==> src/rtl/uart_irq_ctrl.sv <==
// 16550 interrupt scheduler: fixed-priority arbitration, char-timeout timer, THRE latch.
// Optional modem-status source compiled in with `define UART_MSR_IRQ_EN.
module uart_irq_ctrl #(
  parameter int FIFO_DEPTH    = 16,
  parameter int TICKS_PER_BIT = 16
) (
  input  logic                          clk,
  input  logic                          rst,
  input  logic [3:0]                    ier,
  input  logic                          fifo_en,
  input  logic [1:0]                    rx_trigger,
  input  logic [1:0]                    wls,
  input  logic                          stb,
  input  logic                          pen,
  input  logic [3:0]                    lsr_err,
  input  logic                          dr,
  input  logic                          thre,
  input  logic [$clog2(FIFO_DEPTH):0]   rx_level,
  input  logic                          rx_push,
  input  logic                          rx_pop,
  input  logic                          thr_write,
  input  logic                          iir_read,
  input  logic                          baud_tick,
  input  logic                          msr_delta,
  output logic [7:0]                    iir,
  output logic                          irq
);

  localparam int LVL_W      = $clog2(FIFO_DEPTH) + 1;
  localparam int MAX_THRESH = 4 * 12 * TICKS_PER_BIT;
  localparam int CNT_W      = $clog2(MAX_THRESH + 1);

  logic [LVL_W-1:0] trig_level;
  logic [3:0]       char_bits;
  logic [CNT_W-1:0] thresh;
  logic [CNT_W-1:0] cnt, cnt_nxt;
  logic             timeout_flag, flag_nxt;
  logic             thre_pending, pend_nxt;
  logic             thre_q, ier1_q;
  logic             rda_cond, cnt_clr, thre_set;
  logic [3:0]       iir_id_nxt;

  always_comb begin
    case (rx_trigger)
      2'b00:   trig_level = LVL_W'(1);
      2'b01:   trig_level = LVL_W'(4);
      2'b10:   trig_level = LVL_W'(8);
      default: trig_level = LVL_W'(14);
    endcase
  end

  assign rda_cond = fifo_en ? (rx_level >= trig_level) : dr;

  // start + (5+wls) data + parity + stop; 1.5 stop bits round up to 2
  assign char_bits = 4'd6 + {2'b00, wls} + {3'b000, pen} + (stb ? 4'd2 : 4'd1);
  assign thresh    = CNT_W'(char_bits) * CNT_W'(4 * TICKS_PER_BIT);

  assign cnt_clr = rx_push | rx_pop | ~fifo_en | ~(|rx_level);

  always_comb begin
    cnt_nxt = cnt;
    if (cnt_clr)
      cnt_nxt = '0;
    else if (baud_tick && (cnt < thresh))
      cnt_nxt = cnt + 1'b1;
  end

  assign flag_nxt = cnt_clr ? 1'b0 : (timeout_flag | (cnt_nxt >= thresh));

  // thr_write beats any set; a set beats an iir_read clear
  assign thre_set = (thre & ~thre_q) | (ier[1] & ~ier1_q & thre);

  always_comb begin
    pend_nxt = thre_pending;
    if (thr_write)
      pend_nxt = 1'b0;
    else if (thre_set)
      pend_nxt = 1'b1;
    else if (iir_read && (iir[3:0] == 4'b0010))
      pend_nxt = 1'b0;
  end

  // Sources are judged on next-state flags so iir follows inputs by one cycle
  always_comb begin
    iir_id_nxt = 4'b0001;
    if (ier[2] && (|lsr_err))
      iir_id_nxt = 4'b0110;
    else if (ier[0] && rda_cond)
      iir_id_nxt = 4'b0100;
    else if (ier[0] && fifo_en && flag_nxt)
      iir_id_nxt = 4'b1100;
    else if (ier[1] && pend_nxt)
      iir_id_nxt = 4'b0010;
`ifdef UART_MSR_IRQ_EN
    else if (ier[3] && msr_delta)
      iir_id_nxt = 4'b0000;
`endif
  end

`ifndef UART_MSR_IRQ_EN
  logic unused_msr;
  assign unused_msr = ^{msr_delta, ier[3]};
`endif

  always_ff @(posedge clk or posedge rst) begin
    if (rst) begin
      cnt          <= '0;
      timeout_flag <= 1'b0;
      thre_pending <= 1'b0;
      thre_q       <= 1'b0;
      ier1_q       <= 1'b0;
      iir          <= 8'h01;
      irq          <= 1'b0;
    end else begin
      cnt          <= cnt_nxt;
      timeout_flag <= flag_nxt;
      thre_pending <= pend_nxt;
      thre_q       <= thre;
      ier1_q       <= ier[1];
      iir          <= {fifo_en, fifo_en, 2'b00, iir_id_nxt};
      irq          <= ~iir_id_nxt[0];
    end
  end

endmodule

==> config.mk <==
export PLATFORM = sky130hd
export DESIGN_NAME = uart_irq_ctrl
export DESIGN_NICKNAME = d
export VERILOG_FILES = /design/src/rtl/uart_irq_ctrl.sv
export SDC_FILE = /design/constraint.sdc
export NUM_CORES = 1
export LEC_CHECK = 0
export CAP_MARGIN = 0
export CORE_MARGIN = 10
export CORE_UTILIZATION = 45
export CTS_CLUSTER_DIAMETER = 150
export DETAILED_ROUTE_END_ITERATION = 10
export GPL_ROUTABILITY_DRIVEN = 0
export PLACE_DENSITY_LB_ADDON = 0.3
export SYNTH_ARGS = -nofsm -noshare
export SYNTH_HDL_FRONTEND = slang
export SYNTH_SLANG_ARGS = --single-unit
==> constraint.sdc <==
create_clock -name clk -period 5.95 [get_ports clk]
set_clock_uncertainty 0.1 [all_clocks]
set_input_delay 1.19 -clock clk [delete_from_list [all_inputs] [get_ports clk]]
set_output_delay 1.19 -clock clk [all_outputs]
set_load 0.02 [all_outputs]
==> flow_metrics.env <==
export IMPL_start_util_pct=48.56
export IMPL_place_ws_ns=0.3967
export IMPL_grt_setup_unrepaired="no"
export IMPL_final_common_cell="clkdlybuf4s50_1"
export IMPL_antenna_found_initial=0
export IMPL_synth_flop_cell="dfrtp_1"
export IMPL_syn_cell_area_um2=1374
export IMPL_grt_ovfl_total=0
export IMPL_critPathMaxStageDelay_ns=0.45
export IMPL_cp_end_kind="flop"
export IMPL_grt_max_degree=21
export IMPL_die_x_um=75.26
export IMPL_numCtsBuffers=3
export IMPL_worstPathRequired_ns=6.10
export IMPL_postSynth_asyncResetShare_pct=100.0
export IMPL_antenna_cells=0
export IMPL_whs_ns=0.4834
export IMPL_syn_to_final_growth_pct=28.05
export IMPL_syn_area_per_cell_um2=9.346
export IMPL_via_count=1181
export IMPL_die_h_um=75.26
export IMPL_report_final_hold_viol_count=0
export IMPL_layout_common_cells="34 x clkdlybuf4s50_1, 19 x dfrtp_1, 18 x nor2_1, 15 x ha_1, 14 x inv_1"
export IMPL_detail_route_antenna_nets=0
export IMPL_fp_row_count=19
export IMPL_route_detailed_drc=0
export IMPL_yosysSeqAreaShare_pct=36.52
export IMPL_hp_class="reg2reg"
export IMPL_maxCapViolCount=0
export IMPL_grt_pass1_wl_um=5451
export IMPL_cp_cell_sequence="clkdlybuf4s50_1 > inv_1 > fa_1 > ha_1 > inv_1 > ha_1 > ha_1 > o211ai_1 > o211ai_2 > nor2_1 > and3_1 > xnor2_1 > nor2_1 > ha_1 > nor2b_1 > o21ai_1 > nand2b_1 > a211oi_1 > o41a_1 > o21a_1"
export IMPL_portBuffers=34
export IMPL_powerDensity_nw_per_um2=166.4
export IMPL_fin_cells=213
export IMPL_num_nets_final=229
export IMPL_critical_path_slowest_cell="clkdlybuf4s50_1"
export IMPL_worst_slew_pin_slew_ns=0.7592
export IMPL_core_um2=2829
export IMPL_ctsResizeCount=0
export IMPL_avgViaCountPerCell=5.545
export IMPL_cts_tree="yes"
export IMPL_clk_latency_ns=0.30
export IMPL_yosys_warnings=0
export IMPL_drtIter0Drc=57
export IMPL_cts_root_buf="clkbuf_4"
export IMPL_worstPathMaxFanout=7
export IMPL_p_leak_nw=0.7846
export IMPL_finalCritPeriodShare_pct=88.33
export IMPL_htreeDepth=1
export IMPL_clkSlewWorstSetupHoldPaths_ns=0.11
export IMPL_report_final_slew_viol_count=0
export IMPL_synth_seq_cells=20
export IMPL_final_min_clock_period_ns=5.256
export IMPL_crit_top_cell="ha_1"
export IMPL_synth_edf_count=0
export IMPL_ir_drop_mv=0.07059
export IMPL_setup_slack_ns=0.6941
export IMPL_fmax_mhz=190.3
export IMPL_postCtsSetupBuffers=0
export IMPL_pin_count=39
export IMPL_dp_cells=209
export IMPL_crit_type="in2reg"
export IMPL_grt_pass1_vias=1271
export IMPL_synthDistinctLibCells=42
export IMPL_slew_headroom_pct=49.33
export IMPL_dp_final_hpwl_um=2669
export IMPL_wl_per_cell_um=14.66
export IMPL_status="finished, final reports clean"
export IMPL_syn_inst=147
export IMPL_arrival_ns=5.40
export IMPL_hold_buffers=0
export IMPL_setup_tns_ns=0
export IMPL_dr_pass1_iters=4
export IMPL_cts_sinks=20
export IMPL_wl_um=3123
export IMPL_track_usage_pct=12.13
export IMPL_startpoint_type="primary input"
export IMPL_die_area_um2=5663
export IMPL_finalSetupViolations=0
export IMPL_drive_gt1_share_pct=6.044
export IMPL_clockBufferDepth=2
## path summary, 6_finish.rpt
path	from	endpoint	slack (ns)	depth (start not counted)
max in group asynchronous	rst	cnt[4]	4.07	2
min	thre_pending	thre_pending	0.48	2
min in group asynchronous	rst	cnt[2]	1.21	2
max	stb	iir[0]	0.69	20
max reg2reg	cnt[7]	iir[0]	2.41	14
min reg2reg	thre_pending	thre_pending	0.48	2
## worst max-delay path: cells and delay by family
kind	cells	cell delay, ns
compound gates	6	1.44
xor+xnor	1	0.15
fa+ha+maj	5	1.42
buf+inv	3	0.56
simple gates	5	0.65
## where the power goes
group	internal, W	switching, W	leakage [nW]
Combinational	0.0000367	0.0000346	0.505
Clock	0.0000373	0.0000415	0.0210
Sequential	0.000141	0.00000187	0.259
Total	0.000215	0.0000780	0.785
## kinds of logic after synthesis
kind of cell | count (synthesis) | synth area share (%)
and+or+nand+nor | 56 | 21.58
AOI/OAI and AO/OA | 27 | 14.39
xor gates and xnor gates | 8 | 5.100
other | 1 | 0.2730
muxes | 1 | 0.7286
buffers and inverters | 18 | 6.284
adders and majority gates | 16 | 15.12
DFF | 20 | 36.52
## registers in the layout, indices dropped and copies added (netlist names)
register,cells
iir,5
irq,1
thre_q,1
cnt,10
ier1_q,1
timeout_flag,1
thre_pending,1
## cell usage after synthesis (all sizes together), types with 4 or more instances
| master | count | area [um2] |
|---|---|---|
| a21oi | 6 | 33.78 |
| and3 | 4 | 25.02 |
| buf | 4 | 33.78 |
| dfrtp | 19 | 475.5 |
| ha | 15 | 187.7 |
| inv | 14 | 52.55 |
| nand2 | 12 | 45.04 |
| nor2 | 18 | 67.56 |
| o211ai | 4 | 40.03 |
| o21ai | 6 | 30.03 |
| xnor2 | 6 | 52.55 |
## metrics by stage
stage	utilization [%]	cell area [um2]	total power, W
after CTS	62.18	1759	0.0002959
after global placement	60.90	1723	0.0002142
after floorplan	-	1378	0.0001833
after global routing	62.18	1759	0.0003082
after detailed placement	60.90	1723	0.0002169
final	62.18	1759	0.0002927
## routing by layer
metal | global-route usage (%) | vias to the layer above | routed length, um | share of wire (%)
met2 | 22.10 | 38 | 1634 | 52
met3 | 1.577 | 4 | 118 | 3.8
li1 | - | 585 | - | -
met5 | 0 | - | 0 | 0
met4 | 4.948 | 0 | 46 | 1.5
met1 | 13.93 | 554 | 1324 | 42
## layout make-up
class / instances / area (um2)
sequential: 20 / 501.7
timing repair buffer: 34 / 340.3
tap: 31 / 38.79
fill: 240 / 1070
multi-input combinational: 110 / 789.5
inverter: 14 / 52.55
clock buffer: 4 / 36.28
Note: power is estimated with default switching activity, not from simulation.
